$ cat config.mk
export PLATFORM = sky130hd
export DESIGN_NAME = prog_loader
export DESIGN_NICKNAME = d
export VERILOG_FILES = /design/src/rtl/prog_loader.sv
export SDC_FILE = /design/constraint.sdc
export NUM_CORES = 1
export LEC_CHECK = 0
export BUFFER_PORTS_ARGS = -buffer_cell sky130_fd_sc_hd__buf_2
export CELL_PAD_IN_SITES_DETAIL_PLACEMENT = 0
export CELL_PAD_IN_SITES_GLOBAL_PLACEMENT = 1
export CORE_MARGIN = 1.5
export CORE_UTILIZATION = 38
export DETAILED_ROUTE_END_ITERATION = 10
export PLACE_DENSITY_LB_ADDON = 0.1
export SYNTH_ARGS = -nofsm -noshare
export SYNTH_HDL_FRONTEND = slang
export SYNTH_SLANG_ARGS = --single-unit
$ cat constraint.sdc
create_clock -name clk -period 2.2 [get_ports clk]
set_input_delay 0.55 -clock clk [delete_from_list [all_inputs] [get_ports clk]]
set_output_delay 0.55 -clock clk [all_outputs]
set_load 0.02 [all_outputs]
$ cat src/rtl/prog_loader.sv
// -----------------------------------------------------------------------------
// prog_loader
//
// Boot-time program loader. After a single-cycle i_start pulse it takes a
// little-endian 16-bit word count N from a valid/ready byte stream, then N
// little-endian 32-bit words, and writes each word to instruction memory at
// BASE_ADDR + 4*k. The attached core is held in reset (o_core_rst_n = 0) from
// the start of a load until the load completes successfully.
//
// Optional feature: define LOADER_CHECKSUM_EN to expect one trailing checksum
// byte (8-bit sum of all payload bytes, modulo 256). A match finishes the
// load; a mismatch aborts it. Without the macro no checksum logic is built and
// the CHK state is never entered.
//
// Parameters
//   MAX_WORDS     largest accepted program length in 32-bit words
//   BASE_ADDR     instruction-memory byte address of word 0
//
// Ports
//   clk           system clock, rising edge
//   rst_n         asynchronous active-low reset (aborts any load)
//   i_start       single-cycle load request (honoured in IDLE/DONE/ERROR)
//   i_byte_valid  byte-stream valid
//   i_byte_data   byte-stream data
//   o_byte_ready  byte-stream ready (LEN0, LEN1, DATA, CHK)
//   o_imem_we     one-cycle instruction-memory write strobe
//   o_imem_addr   instruction-memory byte address (held between writes)
//   o_imem_data   instruction-memory write word (held between writes)
//   o_core_rst_n  core reset hold; 1 only after a successful load
//   o_busy        load in progress
//   o_done        load completed successfully
//   o_error       load aborted (bad length or checksum)
//   o_word_count  words written in the current load
// -----------------------------------------------------------------------------
module prog_loader #(
    parameter int unsigned MAX_WORDS = 1024,
    parameter logic [31:0] BASE_ADDR = 32'h0000_0000
) (
    input  logic        clk,
    input  logic        rst_n,
    input  logic        i_start,
    input  logic        i_byte_valid,
    input  logic [7:0]  i_byte_data,
    output logic        o_byte_ready,
    output logic        o_imem_we,
    output logic [31:0] o_imem_addr,
    output logic [31:0] o_imem_data,
    output logic        o_core_rst_n,
    output logic        o_busy,
    output logic        o_done,
    output logic        o_error,
    output logic [15:0] o_word_count
);

    typedef enum logic [2:0] {
        IDLE,
        LEN0,
        LEN1,
        DATA,
        WRITE,
        CHK,
        DONE,
        ERROR
    } state_t;

    state_t      state;
    logic [15:0] len;        // program length N in words
    logic [23:0] word_buf;   // first three bytes of the word being assembled
    logic [1:0]  byte_idx;   // byte position within the current word

`ifdef LOADER_CHECKSUM_EN
    logic [7:0]  sum;        // running modulo-256 sum of payload bytes
`endif

    logic        xfer;
    logic [15:0] len_next;
    logic        len_bad;

    assign xfer     = i_byte_valid & o_byte_ready;
    // Length as it will be once the LEN1 byte lands; validated in that cycle
    // so the state after the LEN1 transfer is already DATA or ERROR.
    assign len_next = {i_byte_data, len[7:0]};
    assign len_bad  = (len_next == 16'd0) || (32'(len_next) > MAX_WORDS);

    // Single FSM process. Outputs are registers updated together with the
    // state so each output is a clean flop, never a decode of the state.
    // NOTE: every assignment here is non-blocking so all registers update
    // from the same pre-edge values; blocking would make the result depend
    // on statement order.
    always_ff @(posedge clk or negedge rst_n) begin
        if (!rst_n) begin
            state        <= IDLE;
            len          <= '0;
            word_buf     <= '0;
            byte_idx     <= '0;
`ifdef LOADER_CHECKSUM_EN
            sum          <= '0;
`endif
            o_byte_ready <= 1'b0;
            o_imem_we    <= 1'b0;
            o_imem_addr  <= '0;
            o_imem_data  <= '0;
            o_core_rst_n <= 1'b0;
            o_busy       <= 1'b0;
            o_done       <= 1'b0;
            o_error      <= 1'b0;
            o_word_count <= '0;
        end else begin
            // NOTE: default-low strobe ahead of the case statement makes the
            // write pulse last exactly one cycle without repeating the
            // assignment in every branch.
            o_imem_we <= 1'b0;

            case (state)
                IDLE, DONE, ERROR: begin
                    if (i_start) begin
                        state        <= LEN0;
                        byte_idx     <= '0;
`ifdef LOADER_CHECKSUM_EN
                        sum          <= '0;
`endif
                        o_byte_ready <= 1'b1;
                        o_busy       <= 1'b1;
                        o_done       <= 1'b0;
                        o_error      <= 1'b0;
                        o_core_rst_n <= 1'b0;
                        o_word_count <= '0;
                    end
                end

                LEN0: begin
                    if (xfer) begin
                        len[7:0] <= i_byte_data;
                        state    <= LEN1;
                    end
                end

                LEN1: begin
                    if (xfer) begin
                        len[15:8] <= i_byte_data;
                        if (len_bad) begin
                            state        <= ERROR;
                            o_byte_ready <= 1'b0;
                            o_busy       <= 1'b0;
                            o_error      <= 1'b1;
                        end else begin
                            state <= DATA;
                        end
                    end
                end

                DATA: begin
                    if (xfer) begin
                        // Shift right so the first byte ends up in [7:0].
                        word_buf <= {i_byte_data, word_buf[23:8]};
                        byte_idx <= byte_idx + 2'd1;
`ifdef LOADER_CHECKSUM_EN
                        sum      <= sum + i_byte_data;
`endif
                        if (byte_idx == 2'd3) begin
                            state        <= WRITE;
                            o_byte_ready <= 1'b0;
                            o_imem_we    <= 1'b1;
                            // Address arithmetic wraps naturally at 2^32.
                            o_imem_addr  <= BASE_ADDR + {14'd0, o_word_count, 2'b00};
                            o_imem_data  <= {i_byte_data, word_buf};
                            o_word_count <= o_word_count + 16'd1;
                        end
                    end
                end

                WRITE: begin
                    // o_word_count already holds the post-write value here.
                    if (o_word_count < len) begin
                        state        <= DATA;
                        o_byte_ready <= 1'b1;
                    end else begin
`ifdef LOADER_CHECKSUM_EN
                        state        <= CHK;
                        o_byte_ready <= 1'b1;
`else
                        state        <= DONE;
                        o_busy       <= 1'b0;
                        o_done       <= 1'b1;
                        o_core_rst_n <= 1'b1;
`endif
                    end
                end

`ifdef LOADER_CHECKSUM_EN
                CHK: begin
                    if (xfer) begin
                        o_byte_ready <= 1'b0;
                        o_busy       <= 1'b0;
                        if (i_byte_data == sum) begin
                            state        <= DONE;
                            o_done       <= 1'b1;
                            o_core_rst_n <= 1'b1;
                        end else begin
                            state   <= ERROR;
                            o_error <= 1'b1;
                        end
                    end
                end
`endif

                default: begin
                    state        <= IDLE;
                    o_byte_ready <= 1'b0;
                    o_busy       <= 1'b0;
                end
            endcase
        end
    end

endmodule

Word level (Yosys, flattened, before mapping)

Index checks and enable logic that the tools add are counted.

Add/sub/neg operators: 2
Multipliers: 0
Div/mod/pow operators: 0
Order comparisons: 2
Eq/ne operators: 15
Shifts and indexed selects: 0
Multiplexer cells: 33
Bitwise gates (word level): 3
Reductions and logical operators: 19

Operators with widths:

| operator                                                                          | number |
|---|---|
| 16-bit two-way mux                                                                | 3 |
| 16-bit one-hot mux with 2 select lines                                            | 1 |
| 3-bit two-way mux                                                                 | 7 |
| 16-bit by 1-bit adder with 16-bit output, second input constant                   | 1 |
| 16-bit by 11-bit greater-than comparator with 1-bit output, second input constant | 1 |
| 16-bit zero test                                                                  | 1 |
| 16-bit less-than comparator                                                       | 1 |
| 2-bit inequality test, second input constant                                      | 8 |
| 3-bit one-hot mux with 5 select lines                                             | 1 |
| 1-bit two-way mux                                                                 | 14 |
| 5-bit AND reduction                                                               | 2 |
| 3-bit == test, second input constant                                              | 3 |
| 3-bit AND reduction                                                               | 3 |
| 4-bit AND reduction                                                               | 2 |
| 7-bit AND reduction                                                               | 1 |
| 3-bit by 2-bit == test with 1-bit output, second input constant                   | 2 |
| 2-bit AND reduction                                                               | 3 |
| 2-bit nonzero test                                                                | 3 |
| 1-bit one-hot mux with 5 select lines                                             | 1 |
| 2-bit two-way mux                                                                 | 2 |
| 1-bit one-hot mux with 2 select lines                                             | 2 |
| 1-bit one-hot mux with 4 select lines                                             | 1 |
| 2-bit one-hot mux with 2 select lines                                             | 1 |
| 3-bit by 1-bit == test with 1-bit output, second input constant                   | 1 |
| other kinds (8)                                                                   | 9 |

Flip-flop bits (word level): 114
Latch bits: 0
Memory bits (writable): 0
Memory bits (read-only): 0
Logic and storage cells: 87
Memories: 0

Depth between registers and ports, before layout

Depth in word-level cells: 5
Depth in mapped cells: 7

Worst setup path after synthesis

No wires, ideal clock.

Path kind: register to register
Start: reg o_word_count[13]
End: reg o_byte_ready
Setup time: 0.136 ns
Data arrival time: 2.054 ns
Path slack: 0.010 ns
Cell stages (with the launch flop): 7
Cell sequence: dfrtp_1 -> ha_1 -> nand4_1 -> or4_1 -> or4_1 -> o211ai_2 -> a211oi_1

Cells in the longest elaborated chain, start to end: 3

Ends and longest elaborated chain:

| what                            | RTL line | text |
|---|---|---|
| start, declared                 | 52       | `output logic [15:0] o_word_count` |
| start signal, assigned          | 167      | `o_word_count <= o_word_count + 16'd1;` |
| 16-bit less-than comparator     | 174      | `if (o_word_count < len) begin` |
| 2-bit inequality test (no line) | --       |  |
| 7-bit AND reduction (no line)   | --       |  |
| end signal, assigned            | 162      | `o_byte_ready <= 1'b0;` |
| end signal, assigned            | 176      | `o_byte_ready <= 1'b1;` |
| end signal, assigned            | 209      | `o_byte_ready <= 1'b0;` |
| end, declared                   | 44       | `output logic o_byte_ready,` |

Every way passes these cells.
A chain may end at the register's enable or synchronous reset.

Worst setup path after layout

Start: reg o_word_count[9]
End: reg o_busy

Cells in the longest elaborated chain, start to end: 3

Ends and longest elaborated chain:

| what                            | RTL line | text |
|---|---|---|
| 16-bit less-than comparator     | 174      |  |
| 2-bit inequality test (no line) | --       |  |
| 5-bit AND reduction (no line)   | --       |  |
| end signal, assigned            | 144      | `o_busy <= 1'b0;` |
| end signal, assigned            | 183      | `o_busy <= 1'b0;` |
| end signal, assigned            | 210      | `o_busy <= 1'b0;` |
| end, declared                   | 49       | `output logic o_busy,` |

Every way passes these cells.

==> summary by stage <==
Status
The run finished with clean final reports.

Cells and area
In the layout the commonest cells are 152 x sky130_fd_sc_hd__nand2_1, 114 x sky130_fd_sc_hd__dfrtp_1, 80 x sky130_fd_sc_hd__buf_2. The total of fill cells in the finished design is between 1000 and 1500. Leaving out fill and tap cells, the most frequent cell in the layout is sky130_fd_sc_hd__nand2_1. The net count of the finished layout is roughly 660. The final core utilization is 0.495. The antenna diode count is 0. Of the cells placed in the final design, the portion with a size suffix greater than 1 is 0.298. The area growth from synthesis to final layout is 25.8%. After the flow finishes, the layout carries non-filler instances totaling slightly above 800.

Timing
In the finished design, the share of the clock period the worst path needs comes to 0.970. The worst pin sits at a relative slew slack of 0.615. Setup violations remaining at the end of the flow were counted as 0. Setup repair after global routing could not meet its margin everywhere. For the pin with the worst max-slew slack, the measured transition is 578 ps. The total count of hold-check failures in the final report is 0.

The final period demand of the worst path is around 2100 ps. Setup slack on the critical path of the routed design comes to roughly 66 ps. The number of max-slew violations in the final report is 0.

Timing would allow up to 469 MHz. Between clock sinks in the finished design, the worst skew comes to about 10 ps. The worst hold slack across all endpoints is 131 ps.

Power
Of the total power, the share spent switching nets is 0.336. Summed over all nets, the switching power comes to 2.82 mW. In this run the power density over the cells is 1270 nW/µm². The share of power burned in registers is 0.385. Cell internal power was estimated by the tool at roughly 5.6 mW.

Of the total power, the clock network draws 0.309. In this run the static leakage power is 3.46 nW. Of the total power, combinational logic draws 0.306.

After layout, the design draws a total of around 8.4 mW. VDD sags by at most roughly 600 µV.

Clocking
The number of hold buffers added after CTS was 0. The insertion delay of the later-clocked pin in the worst-skew pair is roughly 410 ps. The total number of clock tree sinks is 114.

The CTS clock-pin slew for the worst setup and hold paths is around 50 ps. In this run, CTS created clock tree buffers numbering 17. TritonCTS built the clock tree.

The root buffer cell is sky130_fd_sc_hd__clkbuf_16. The buffer depth of the longest clock path is 2. The H-tree was split into 4 levels.

GRT
Entering global routing, the biggest net connects 43 pins. The via count of the first global-routing pass is just under 4000. The first global-routing pass estimated approximately 21000 µm of wire.

The number of antenna violations at the first check in global routing is 0. The total congestion overflow after global routing is 0. For this run, the total global-route usage over all layers was measured as 0.187.

Placed design
The placer congestion estimate is 0.801. The wire-length estimate of the detail-placed layout is between 9000 and 10000 µm. The worst setup timing slack at the placement stage is -26.8 ps.

The total placed cells including tap cells is 791. In this run the tool buffered the top-level ports with 81 buffer cells.

Worst hold path
The tightest min-delay check is of the input port to async pin type.

Logic synthesis
The cell area that synthesis handed to floorplanning was 5250 µm². The share of the Yosys chip area taken by registers is 0.544. The post-synthesis async set-or-reset flop share is 1.00. The synthesized area per cell is between 9 and 10 µm². Of the post-synthesis cell area, the dominant cell type holds 0.544.

Synthesis instantiated 43 different standard cells from the library. Yosys printed 0 warnings. The cell accounting for the most synthesized area is sky130_fd_sc_hd__dfrtp_1. The dominant register cell in the synthesized netlist is sky130_fd_sc_hd__dfrtp_1. The gate count of the mapped netlist is 526.

The synthesis-stage register bit count is roughly 110. The count of flip-flops with a built-in enable after synthesis is 0. Sorting the synthesized cells by area gives the leading types as sky130_fd_sc_hd__dfrtp_1 54%, sky130_fd_sc_hd__nand2_1 11%, sky130_fd_sc_hd__mux2_2 9.4%.

Worst setup path
The worst flop-to-flop path startpoint is o_word_count[9]. STA puts the critical path data required time at 2480 ps. Of all nets on the critical path, the largest fanout is 5. The data arrival at the endpoint of the critical path is ~2400 ps. The worst register-to-register path ends at o_busy. The worst setup path is of the flip-flop to flip-flop kind.

The kind of launch point of the worst setup path is a flip-flop. STA classifies the critical path endpoint as a flip-flop. Setup slack on the worst reg-to-reg path comes out at approximately 66 ps. The depth of the worst register-to-register path is 6.

Detailed routing
The detailed-router iteration count before antenna repair is 6. The average detailed-routed wire length per instance is about 16 µm. The count of vias placed by the detailed router is about 4000. The number of DRC violations after detailed routing is 0. The final antenna-violating net count is 0.

Dividing the detail-routed via count by the number of cells gives around 5.0. The total wirelength of the detailed-routed design is roughly 13000 µm. The detailed router's first-iteration violation count is between 200 and 250.

Floorplan
In this run the standard cell core region covers 13300 µm². The die footprint is between 10000 and 15000 µm². approximately 100 I/O pins were placed. The effective utilization at floorplan is 0.393.

The die is 121 µm wide. The number of standard-cell rows in the floorplan is between 40 and 50. From bottom edge to top edge, the die measures roughly 120 µm.

Run
The tool flagged a number of max-cap violations equal to 0.
[worst max-delay path, cell delays in order (launching register included)]
cell	delay, ps
sky130_fd_sc_hd__dfrtp_1	380
sky130_fd_sc_hd__ha_1	300
sky130_fd_sc_hd__nand4_1	130
sky130_fd_sc_hd__or4_1	490
sky130_fd_sc_hd__or4_4	440
sky130_fd_sc_hd__o211ai_4	140
sky130_fd_sc_hd__o32ai_2	130
[power by group through the flow]
stage	combinational (mW)	clock, mW	sequential, mW
after floorplan	1.46	0	3.49
after global placement	2.51	0	3.24
after detailed placement	2.55	0	3.27
after CTS	2.59	2.65	3.25
after global routing	2.85	2.76	3.34
final	2.57	2.60	3.24
[registers in the layout, indices dropped and copies added, names as in the netlist]
| signal | cells |
|---|---|
| o_imem_data | 32 |
| word_buf | 24 |
| len | 16 |
| o_imem_addr | 16 |
| o_word_count | 16 |
| state | 3 |
| byte_idx | 2 |
| o_busy | 1 |
| o_byte_ready | 1 |
| o_done | 1 |
| o_error | 1 |
| o_imem_we | 1 |
[per-stage QoR]
step / cell area, µm² / setup TNS (ps)
final: 6600 / 0
after global routing: 6600 / -119
after CTS: 6590 / 0
after detailed placement: 6000 / -44.8
after global placement: 6000 / 0
after floorplan: 5310 / 0
[worst max path at each step]
stage                startpoint            to  slack (ps)  cells past startpoint
2_1_floorplan  o_word_count[13]  o_byte_ready          10                      6
3_3_place_gp   o_word_count[15]        o_busy          30                      6
3_5_place_dp   o_word_count[15]        o_busy         -30                      6
4_1_cts        o_word_count[11]        o_busy          50                      6
5_1_grt         o_word_count[9]        o_busy         -50                      6
6_report        o_word_count[9]        o_busy          70                      6
[routing by layer]
layer  routed length, µm  share of wire  global-route usage
met1                6280           0.49               0.263
met2                5960           0.46               0.284
met3                 433          0.034              0.0425
met4                 170          0.013              0.0706
met5                   0              0                   0
[synth_stat cells (5+ instances only)]
cell type / instances
sky130_fd_sc_hd__nand3_1: 10
sky130_fd_sc_hd__and2_1: 5
sky130_fd_sc_hd__nand4_1: 7
sky130_fd_sc_hd__buf_4: 19
sky130_fd_sc_hd__o21ai_0: 34
sky130_fd_sc_hd__a21oi_1: 9
sky130_fd_sc_hd__a31oi_1: 7
sky130_fd_sc_hd__mux2_2: 44
sky130_fd_sc_hd__dfrtp_1: 114
sky130_fd_sc_hd__nand2_1: 152
sky130_fd_sc_hd__clkbuf_1: 14
sky130_fd_sc_hd__nand2b_1: 7
sky130_fd_sc_hd__nor4_1: 5
sky130_fd_sc_hd__ha_1: 17
sky130_fd_sc_hd__nor2_1: 19
sky130_fd_sc_hd__inv_1: 18
[cell families after synthesis]
logic type               count (synthesis)  synth area share
AND/OR/NAND/NOR                        220             0.179
AO/OA/AOI/OAI                           74            0.0875
other                                    1          0.000714
adder cells (fa/ha/maj)                 17            0.0405
multiplexers                            44            0.0944
flip-flops                             114             0.544
buffers and inverters                   56            0.0546
[area by class of cell]
cell class | instances | area (µm²) | share of cell area
clock inverter | 9 | 81.3 | 0.0123
clock buffer | 22 | 484 | 0.0733
timing repair buffer | 112 | 691 | 0.105
inverter | 19 | 71.3 | 0.0108
sequential | 114 | 2850 | 0.432
multi-input combinational | 371 | 2200 | 0.334
tap | 176 | 220 | 0.0333
[what timing repair did]
action	in CTS	in global routing
pin swaps	3	2
setup buffers	1	0
setup endpoints to repair	3	5
resized for setup	3	1
hold endpoints to repair	0	0
(Power assumes the default switching activity.)
